### src/rtl/riscv_dm_pkg.sv
// Shared Debug Module definitions: DMI field widths, DMI op/status codes
// and the AXI response codes used by the system-bus bridge.
package riscv_dm_pkg;

    localparam int DMI_ADDR_WIDTH = 7;
    localparam int DMI_DATA_WIDTH = 32;
    localparam int DMI_OP_WIDTH   = 2;

    typedef enum logic [DMI_OP_WIDTH-1:0] {
        DMI_OP_NOP   = 2'd0,
        DMI_OP_READ  = 2'd1,
        DMI_OP_WRITE = 2'd2
    } dmi_op_e;

    typedef enum logic [DMI_OP_WIDTH-1:0] {
        DMI_RESP_OK     = 2'd0,
        DMI_RESP_FAILED = 2'd2,
        DMI_RESP_BUSY   = 2'd3
    } dmi_resp_e;

    localparam logic [1:0] AXI_RESP_OKAY   = 2'b00;
    localparam logic [1:0] AXI_RESP_SLVERR = 2'b10;

endpackage

### src/rtl/riscv_dmi_axil_bridge.sv
// AXI4-Lite slave that turns each AXI access into one DMI transaction,
// re-issuing on DMI busy up to MAX_RETRY times before reporting SLVERR.
module riscv_dmi_axil_bridge
    import riscv_dm_pkg::*;
#(
    parameter int AXI_ADDR_WIDTH = 12,
    parameter int AXI_DATA_WIDTH = 32,
    parameter int MAX_RETRY      = 4
) (
    input  logic                        clk_i,
    input  logic                        rstn_i,
    input  logic [AXI_ADDR_WIDTH-1:0]   s_awaddr_i,
    input  logic                        s_awvalid_i,
    output logic                        s_awready_o,
    input  logic [AXI_DATA_WIDTH-1:0]   s_wdata_i,
    input  logic [AXI_DATA_WIDTH/8-1:0] s_wstrb_i,
    input  logic                        s_wvalid_i,
    output logic                        s_wready_o,
    output logic [1:0]                  s_bresp_o,
    output logic                        s_bvalid_o,
    input  logic                        s_bready_i,
    input  logic [AXI_ADDR_WIDTH-1:0]   s_araddr_i,
    input  logic                        s_arvalid_i,
    output logic                        s_arready_o,
    output logic [AXI_DATA_WIDTH-1:0]   s_rdata_o,
    output logic [1:0]                  s_rresp_o,
    output logic                        s_rvalid_o,
    input  logic                        s_rready_i,
    output logic                        req_valid_o,
    input  logic                        req_ready_i,
    output logic [DMI_ADDR_WIDTH-1:0]   req_addr_o,
    output logic [DMI_DATA_WIDTH-1:0]   req_data_o,
    output logic [DMI_OP_WIDTH-1:0]     req_op_o,
    input  logic                        resp_valid_i,
    output logic                        resp_ready_o,
    input  logic [DMI_DATA_WIDTH-1:0]   resp_data_i,
    input  logic [DMI_OP_WIDTH-1:0]     resp_op_i
);

    typedef enum logic [2:0] {S_IDLE, S_REQ, S_WAIT, S_BRESP, S_RRESP} state_e;

    localparam int RETRY_W = $clog2(MAX_RETRY + 1);
    localparam logic [RETRY_W-1:0] MAX_RETRY_C = RETRY_W'(MAX_RETRY);

    state_e                      state_q, state_d;
    logic [RETRY_W-1:0]          retry_q, retry_d;
    logic [DMI_ADDR_WIDTH-1:0]   addr_q, addr_d;
    logic [DMI_DATA_WIDTH-1:0]   data_q, data_d;
    logic [DMI_OP_WIDTH-1:0]     op_q, op_d;
    logic [1:0]                  resp_q, resp_d;
    logic [DMI_DATA_WIDTH-1:0]   rdata_q, rdata_d;

    logic                        wr_acc, rd_acc, lane;
    logic [AXI_DATA_WIDTH-1:0]   wdata_sh;
    logic [AXI_DATA_WIDTH/8-1:0] wstrb_sh;
    logic                        unused_bits;

    // Writes win a tie with reads; a read is only taken with no complete write offered.
    assign wr_acc = (state_q == S_IDLE) && s_awvalid_i && s_wvalid_i;
    assign rd_acc = (state_q == S_IDLE) && s_arvalid_i && !(s_awvalid_i && s_wvalid_i);

    assign lane     = (AXI_DATA_WIDTH == 64) ? s_awaddr_i[2] : 1'b0;
    assign wdata_sh = s_wdata_i >> (lane ? 32 : 0);
    assign wstrb_sh = s_wstrb_i >> (lane ? 4 : 0);

    always_comb begin
        state_d = state_q;
        retry_d = retry_q;
        addr_d  = addr_q;
        data_d  = data_q;
        op_d    = op_q;
        resp_d  = resp_q;
        rdata_d = rdata_q;
        case (state_q)
            S_IDLE: begin
                if (wr_acc) begin
                    retry_d = '0;
                    addr_d  = s_awaddr_i[2 +: DMI_ADDR_WIDTH];
                    data_d  = wdata_sh[31:0];
                    op_d    = DMI_OP_WRITE;
                    if (wstrb_sh[3:0] != 4'hF) begin
                        resp_d  = AXI_RESP_SLVERR;
                        state_d = S_BRESP;
                    end else begin
                        state_d = S_REQ;
                    end
                end else if (rd_acc) begin
                    retry_d = '0;
                    addr_d  = s_araddr_i[2 +: DMI_ADDR_WIDTH];
                    data_d  = '0;
                    op_d    = DMI_OP_READ;
                    state_d = S_REQ;
                end
            end
            S_REQ: if (req_ready_i) state_d = S_WAIT;
            S_WAIT: begin
                if (resp_valid_i) begin
                    state_d = (op_q == DMI_OP_WRITE) ? S_BRESP : S_RRESP;
                    resp_d  = AXI_RESP_SLVERR;
                    rdata_d = '0;
                    if (resp_op_i == DMI_RESP_OK) begin
                        resp_d  = AXI_RESP_OKAY;
                        rdata_d = resp_data_i;
                    end else if (resp_op_i == DMI_RESP_BUSY && retry_q < MAX_RETRY_C) begin
                        retry_d = retry_q + 1'b1;
                        state_d = S_REQ;
                    end
                end
            end
            S_BRESP: if (s_bready_i) state_d = S_IDLE;
            S_RRESP: if (s_rready_i) state_d = S_IDLE;
            default: state_d = S_IDLE;
        endcase
    end

    always_ff @(posedge clk_i or negedge rstn_i) begin
        if (!rstn_i) begin
            state_q <= S_IDLE;
            retry_q <= '0;
            addr_q  <= '0;
            data_q  <= '0;
            op_q    <= '0;
            resp_q  <= '0;
            rdata_q <= '0;
        end else begin
            state_q <= state_d;
            retry_q <= retry_d;
            addr_q  <= addr_d;
            data_q  <= data_d;
            op_q    <= op_d;
            resp_q  <= resp_d;
            rdata_q <= rdata_d;
        end
    end

    assign s_awready_o  = wr_acc;
    assign s_wready_o   = wr_acc;
    assign s_arready_o  = rd_acc;
    assign req_valid_o  = (state_q == S_REQ);
    assign req_addr_o   = addr_q;
    assign req_data_o   = data_q;
    assign req_op_o     = op_q;
    assign resp_ready_o = (state_q == S_WAIT);
    assign s_bvalid_o   = (state_q == S_BRESP);
    assign s_bresp_o    = s_bvalid_o ? resp_q : 2'b00;
    assign s_rvalid_o   = (state_q == S_RRESP);
    assign s_rresp_o    = s_rvalid_o ? resp_q : 2'b00;
    // Read data is mirrored into every 32-bit lane so either word address sees it.
    assign s_rdata_o    = s_rvalid_o ? {(AXI_DATA_WIDTH/32){rdata_q}} : '0;

    assign unused_bits = ^{s_awaddr_i, s_araddr_i, wdata_sh, wstrb_sh};

endmodule

### config.mk
export PLATFORM = sky130hd
export DESIGN_NAME = riscv_dmi_axil_bridge
export DESIGN_NICKNAME = d
export VERILOG_FILES = /design/src/rtl/riscv_dm_pkg.sv /design/src/rtl/riscv_dmi_axil_bridge.sv
export SDC_FILE = /design/constraint.sdc
export NUM_CORES = 1
export LEC_CHECK = 0
export CORE_MARGIN = 2
export CORE_UTILIZATION = 43
export CTS_CLUSTER_DIAMETER = 150
export DETAILED_ROUTE_END_ITERATION = 6
export PLACE_DENSITY_LB_ADDON = 0.05
export SYNTH_ARGS = -nofsm -noshare
export SYNTH_HDL_FRONTEND = slang
export SYNTH_SLANG_ARGS = --single-unit
### constraint.sdc
create_clock -name clk_i -period 5.2 [get_ports clk_i]
set_input_delay 1.56 -clock clk_i [delete_from_list [all_inputs] [get_ports clk_i]]
set_output_delay 1.56 -clock clk_i [all_outputs]
set_load 0.1 [all_outputs]
==> results of run 1 <==
==> metrics by stage <==
step                      hold slack, ps  area (µm²)
after floorplan                      464        3570
after detailed placement             483        5250
after global routing                 519        5460
after CTS                            505        5460
final                                499        5460
after global placement               478        5250
==> metal layers <==
layer,vias to the layer above,wire length (µm),global-route usage
li1,1502,-,-
met1,1510,4170,0.277
met2,115,4350,0.327
met3,12,826,0.0696
met4,0,148,0.0749
met5,-,0,0
==> layout by cell type, fill, tap and decap left out, drive strengths merged, types with 3 or more instances in the layout <==
| cell | instances |
|---|---|
| a22o | 33 |
| a22oi | 6 |
| a31oi | 3 |
| and2 | 35 |
| buf | 43 |
| clkbuf | 10 |
| clkdlybuf4s50 | 136 |
| clkinv | 3 |
| dfrtp | 80 |
| inv | 8 |
| nand2 | 81 |
| nand3 | 44 |
| nor2 | 3 |
| nor2b | 3 |
| nor3b | 3 |
==> worst paths after layout <==
kind,start,slack (ps),end
hold / removal,rdata_q[11]$_DFFE_PN0P_,500,rdata_q[11]$_DFFE_PN0P_
setup reg to reg,state_q[1]$_DFFE_PN0P_,3070,rdata_q[17]$_DFFE_PN0P_
max in group asynchronous,rstn_i,3140,req_data_o[18]$_DFFE_PN0P_
min in group asynchronous,rstn_i,1370,rdata_q[6]$_DFFE_PN0P_
hold reg to reg,rdata_q[11]$_DFFE_PN0P_,500,rdata_q[11]$_DFFE_PN0P_
setup / recovery,s_awvalid_i,940,s_wready_o
==> power by group through the flow <==
| stage | sequential (µW) | combinational [µW] | clock [µW] |
|---|---|---|---|
| after global routing | 1140 | 2500 | 525 |
| after CTS | 1100 | 2410 | 496 |
| after floorplan | 2090 | 836 | 0 |
| after detailed placement | 1110 | 2400 | 0 |
| after global placement | 1090 | 2380 | 0 |
| final | 1100 | 2390 | 483 |
==> state kept, by name, indices dropped and copies added, names as in the netlist <==
register	count
req_op_o	2
retry_q	3
req_addr_o	7
state_q	3
resp_q	1
rdata_q	32
req_data_o	32
==> worst max-delay path, cell delays in order <==
cell and delay, ps:
clkdlybuf4s50_1 550, nand3_2 110, inv_2 240, buf_12 220
==> cells by family after synthesis <==
kind of cell             share of synthesized area
buffers and inverters                       0.0537
AND/OR/NAND/NOR                              0.253
adder cells (fa/ha/maj)                    0.00351
flip-flops                                   0.562
AO/OA/AOI/OAI                                0.118
other                                      0.00105
multiplexers                               0.00878
==> cell type report <==
class	count	area share
clock buffer	10	0.0252
clock inverter	6	0.0135
inverter	6	0.00412
multi-input combinational	234	0.251
sequential	80	0.366
tap	105	0.0240
timing repair buffer	179	0.315
==> results.md, run 1 <==
- Asr flop ratio synth: 1.00
- Initial Util: 0.438
- Slew headroom: 0.310
- Switching share of power: 0.554
- CTS Buf Count: 9
- Share of the synthesized area in the top cell type: 0.562
- Min-delay worst type: flop to flop
- Diodes inserted: 0
- Max-cap viol count: 0
- Endpoints failing hold: 0
- Comb power frac: 0.602
- Height of the die: 95.0 µm
- Pin count of the biggest net entering global routing: 81
- Tcrit/Tclk final: 0.819
- Via/cell ratio: 5.06
- Number of DRC markers in iteration 0: 148
- Final nets: 614
- Seq/Total Area, Yosys: 0.562
- Power Internal: 1770 µW
- Mapped Cells: 347
- Initial antenna violation count: 0
- Total Routing Usage GR: 0.211
- H-tree levels: 3
- CTS Buffer Depth: 2
- CTS tree: done
- Clock share of power: 0.122
- Postcts setup bufs: 0
- YS warnings: 0
- Unique masters post-synth: 39
- Cell count of the worst hold path: 1
- Post-synth EDFFs: 0
- Top cells by count, synth: nand2_1 (81), dfrtp_1 (80), nand3_1 (41)
- Max-slew violations: 0
- Drt pass-1 iters: 4
- Final core occ: 0.672
- Sink Count: 80
- Synth area leaders: dfrtp_1 (56%), nand2_1 (8.5%), a22o_1 (8.1%), and2_1 (6.1%), nand3_1 (5.8%)
- Clock skew: 15.2 ps
- Area of the multi-input gates: 0.00137 mm²
- Crit-path max FO: 12
- GP Congestion: 0.850
- Tot Pwr: 3970 µW
- Area Growth Syn to Fin: 53.3%
- DRT Wirelength: 9490 µm
- Setup CP Type: input pin to output pin
- Share of cells above drive strength 1: 0.136
- Setup Viol. Count Final: 0
- Routed WL per cell: 15.3 µm
- Count leader, synth: nand2_1
- Rows: 33
- Setup TNS: 0 ps
- CP Launch Type: input pin
- Number of port buffers: 174
- Status: completed
- Peak Freq: 0.235 GHz
- Dpl hpwl: 6450 µm
- Synthesized area: 0.00356 mm²
- CP Capture Type: output pin
- Arrival @ worst endpoint: 2700 ps
- Placed cells: 604
- Flop pwr share: 0.276
- Core Region: 0.00813 mm²
- Worst-path clk slew: 80 ps
- Worst-Margin Slew: 1030 ps
- Setup WS post-layout: 941 ps
- VDD IR max: 595 µV
- Post-Place Setup Slack: 946 ps
- Sw power: 2200 µW
- Pleak: 0.00262 µW
- Post-route insts no fill: 620
- Remaining Overflow, GRT: 0
- Synth area leader: dfrtp_1
- IO Pins: 187
- FILL cells: 661
- # hold bufs at CTS: 0
- Cells on worst reg2reg path: 4
- Chip Width: 95.0 µm
- Clk_lat worst skew: 350 ps
- Area occupied by registers: 0.00200 mm²
- Die area: 0.00903 mm²
- Cell Pwr Density: 727 mW/mm²
- # DRC: 0
- Global-route wire length before repair: 14,800 µm
- Worst EP required: 3640 ps
- Yosys reg bits: 80
- Most common flop cell mapped by yosys: dfrtp_1
- Antenna Violating Nets Remaining: 0
- Avg Cell Area, Syn: 10.3 µm²
- Clock Root Buffer: clkbuf_8
- Vias after detailed routing: 3,139
- RSZ-0062 raised after global routing: false
- Number of global-route vias before repair: 3,093
- Post-cts resize count: 0
- Final min period: 4260 ps
(Power assumes the default switching activity.)
==> run 2, diff against run 1 <==
--- a/config.mk
+++ b/config.mk
@@ -6,7 +6,7 @@
 export NUM_CORES = 1
 export LEC_CHECK = 0
 export CORE_MARGIN = 2
-export CORE_UTILIZATION = 43
+export CORE_UTILIZATION = 36
 export CTS_CLUSTER_DIAMETER = 150
 export DETAILED_ROUTE_END_ITERATION = 6
 export PLACE_DENSITY_LB_ADDON = 0.05
==> constraint.sdc (replaced) <==
create_clock -name clk_i -period 3.8 [get_ports clk_i]
set_input_delay 1.14 -clock clk_i [delete_from_list [all_inputs] [get_ports clk_i]]
set_output_delay 1.14 -clock clk_i [all_outputs]
set_load 0.1 [all_outputs]
==> run 2 against run 1 <==
  * Die area rose by 19%
  * Count of clock-buffer cells in the layout grew 1
  * Final cell count grew 4.8%
  * Critical path depth stayed put
  * Utilization shrank 7.4 points
  * First-iteration DRC count down 51%
  * Sequential power rose by 36%
  * Via count down 0.16%
  * Clock skew fell by 6.5 ps
  * Setup slack worse by 530 ps
  * Wire length grew 2.4%
  * Hold slack hardly changed
==> results.md, run 2 (same netlist as run 1, synthesis figures left out) <==
- VDD IR max: 589 µV (-0.97%)
- # hold bufs at CTS: 0 (unchanged)
- Diodes inserted: 0 (unchanged)
- Peak Freq: 0.295 GHz
- Tot Pwr: 5340 µW (+34%)
- CTS tree: done
- Core Region: 0.00968 mm² (+19%)
- Final Cell Area: 0.00578 mm² (+5.9%)
- Crit-path max FO: 9 (-3)
- Setup CP Type: input pin to output pin
- Critical path's largest stage delay: 560 ps (about the same)
- CTS Buffer Depth: 2 (unchanged)
- Remaining Overflow, GRT: 0 (unchanged)
- Cells on worst reg2reg path: 6 (+2)
- Share of cells above drive strength 1: 0.224 (+0.0884)
- Worst reg2reg path endpoint: req_addr_o[2]$_DFFE_PN0P_
- Setup Viol. Count Final: 0 (unchanged)
- Worst Hold End: rdata_q[21]$_DFFE_PN0P_
- Sink Count: 80 (unchanged)
- CTS Buf Count: 9 (unchanged)
- Flop-to-flop setup slack: 1980 ps (-1090 ps)
- Setup TNS: 0 ps (unchanged)
- Worst EP required: 2660 ps (-980 ps)
- H-tree levels: 3 (unchanged)
- Number of port buffers: 174 (unchanged)
- WP buf/inv: 3 (unchanged)
- Clk_lat worst skew: 340 ps (about the same)
- Number of global-route vias before repair: 3,140 (+1.5%)
- Final min period: 3390 ps
- Final core occ: 0.597 (-0.0743)
- Endpoints failing hold: 0 (unchanged)
- Cell Pwr Density: 923 mW/mm² (+27%)
- Pin count of the biggest net entering global routing: 81 (unchanged)
- Final nets: 616 (+0.33%)
- Post-cts resize count: 0 (unchanged)
- Worst-path clk slew: 70 ps (about the same)
- Cell count of the worst hold path: 1 (unchanged)
- Global-route wire length before repair: 15,500 µm (+4.8%)
- Crit path max-delay family: buffers and inverters
- Rows: 36 (+9.1%)
- Vias after detailed routing: 3,134 (-0.16%)
- Height of the die: 103 µm (+8.9%)
- DRT Wirelength: 9720 µm (+2.4%)
- IO Pins: 187 (unchanged)
- # DRC: 0 (unchanged)
- Crit-path slowest cell: clkdlybuf4s50_1
- Most common cell after layout, fill and taps aside: clkdlybuf4s50_1
- CP Capture Type: output pin
- Max-cap viol count: 0 (unchanged)
- Slew headroom: 0.320 (+0.00974)
- Arrival @ worst endpoint: 2250 ps (-450 ps)
- Status: completed
- RSZ-0062 raised after global routing: false
- Area Growth Syn to Fin: 62.3%
- R2R Path Start: state_q[1]$_DFFE_PN0P_
- CP cell instances: clkdlybuf4s50_1, nand3_2, inv_2, buf_12
- Antenna Violating Nets Remaining: 0 (unchanged)
- Routed WL per cell: 15.0 µm (-2.3%)
- Dpl cell area: 0.00562 mm² (+7.0%)
- Dpl hpwl: 6730 µm (+4.4%)
- Number of DRC markers in iteration 0: 73 (-51%)
- Max-slew violations: 0 (unchanged)
- Chip Width: 103 µm (+8.9%)
- Pleak: 0.00276 µW (+5.6%)
- Leading cell types in the layout, fill and taps excluded: clkdlybuf4s50_1 (91), nand2_1 (81), dfrtp_1 (80)
- Tcrit/Tclk final: 0.891
- Total Routing Usage GR: 0.186 (-0.0250)
- Initial Util: 0.368 (-0.0701)
- Clock Root Buffer: clkbuf_8
- Die area: 0.0107 mm² (+19%)
- Initial antenna violation count: 0 (unchanged)
- Hold Path Origin: rdata_q[21]$_DFFE_PN0P_
- Drt pass-1 iters: 4 (unchanged)
- Min-delay worst type: flop to flop
- Placed cells: 634 (+5.0%)
- Postcts setup bufs: 0 (unchanged)
- Worst-Margin Slew: 1020 ps (-14.6 ps)
- FILL cells: 850 (+29%)
- Via/cell ratio: 4.82 (-4.8%)
- CP Launch Type: input pin
- Clock skew: 8.72 ps (-6.52 ps)
- GP Congestion: 0.815 (-4.1%)
- Post-route insts no fill: 650 (+4.8%)
-- run 2: changes by cell type in the layout (fill, tap and decap cells not counted), moves of 2 or more --
cell | before | now
buf_12 | 3 | 37
buf_4 | 40 | 53
clkbuf_1 | 0 | 2
clkdlybuf4s50_1 | 136 | 91
clkinv_2 | 0 | 2
clkinv_4 | 3 | 1
clkinvlp_4 | 0 | 2
inv_6 | 2 | 0
-- run 2: cell type report --
type,instances,area (µm²),area share
timing repair buffer,181,2050,0.354
sequential,80,2000,0.346
multi-input combinational,234,1380,0.238
tap,133,166,0.0288
clock buffer,11,131,0.0227
clock inverter,5,33.8,0.00584
inverter,6,22.5,0.00389
-- run 2: routing by layer --
metal,part of all wire,vias up,global-route usage
li1,-,1508,-
met1,0.43,1489,0.254
met2,0.46,121,0.279
met3,0.088,16,0.0578
met4,0.020,0,0.0658
met5,0,-,0
-- run 2: worst max path at each step --
| stage | from | end | slack, ps | cells past startpoint |
|---|---|---|---|---|
| 3_3_place_gp | s_awvalid_i | s_wready_o | 430 | 4 |
| 3_5_place_dp | s_awvalid_i | s_wready_o | 430 | 4 |
| 2_1_floorplan | state_q[0]$_DFFE_PN0P_ | s_rdata_o[22] | 510 | 4 |
| 6_report | s_awvalid_i | s_wready_o | 410 | 4 |
| 4_1_cts | s_awvalid_i | s_wready_o | 420 | 4 |
| 5_1_grt | s_awvalid_i | s_wready_o | 340 | 4 |
-- run 2: per-stage QoR --
stage                     setup slack, ps  hold slack (ps)
after floorplan                       509              464
after global placement                432              479
after detailed placement              433              483
after CTS                             421              505
after global routing                  338              516
final                                 415              499
-- run 2: report_power, final --
group | switching (µW) | internal [µW]
registers | 256 | 1250
logic | 2440 | 845
clock network | 316 | 237
==> run 3, diff against run 2 <==
--- a/config.mk
+++ b/config.mk
@@ -10,6 +10,7 @@
 export CTS_CLUSTER_DIAMETER = 150
 export DETAILED_ROUTE_END_ITERATION = 6
 export PLACE_DENSITY_LB_ADDON = 0.05
+export SLEW_MARGIN = 0
 export SYNTH_ARGS = -nofsm -noshare
 export SYNTH_HDL_FRONTEND = slang
 export SYNTH_SLANG_ARGS = --single-unit
==> results of run 3 <==
Same layout as run 2: the final DEF is identical, and so are final timing and power.
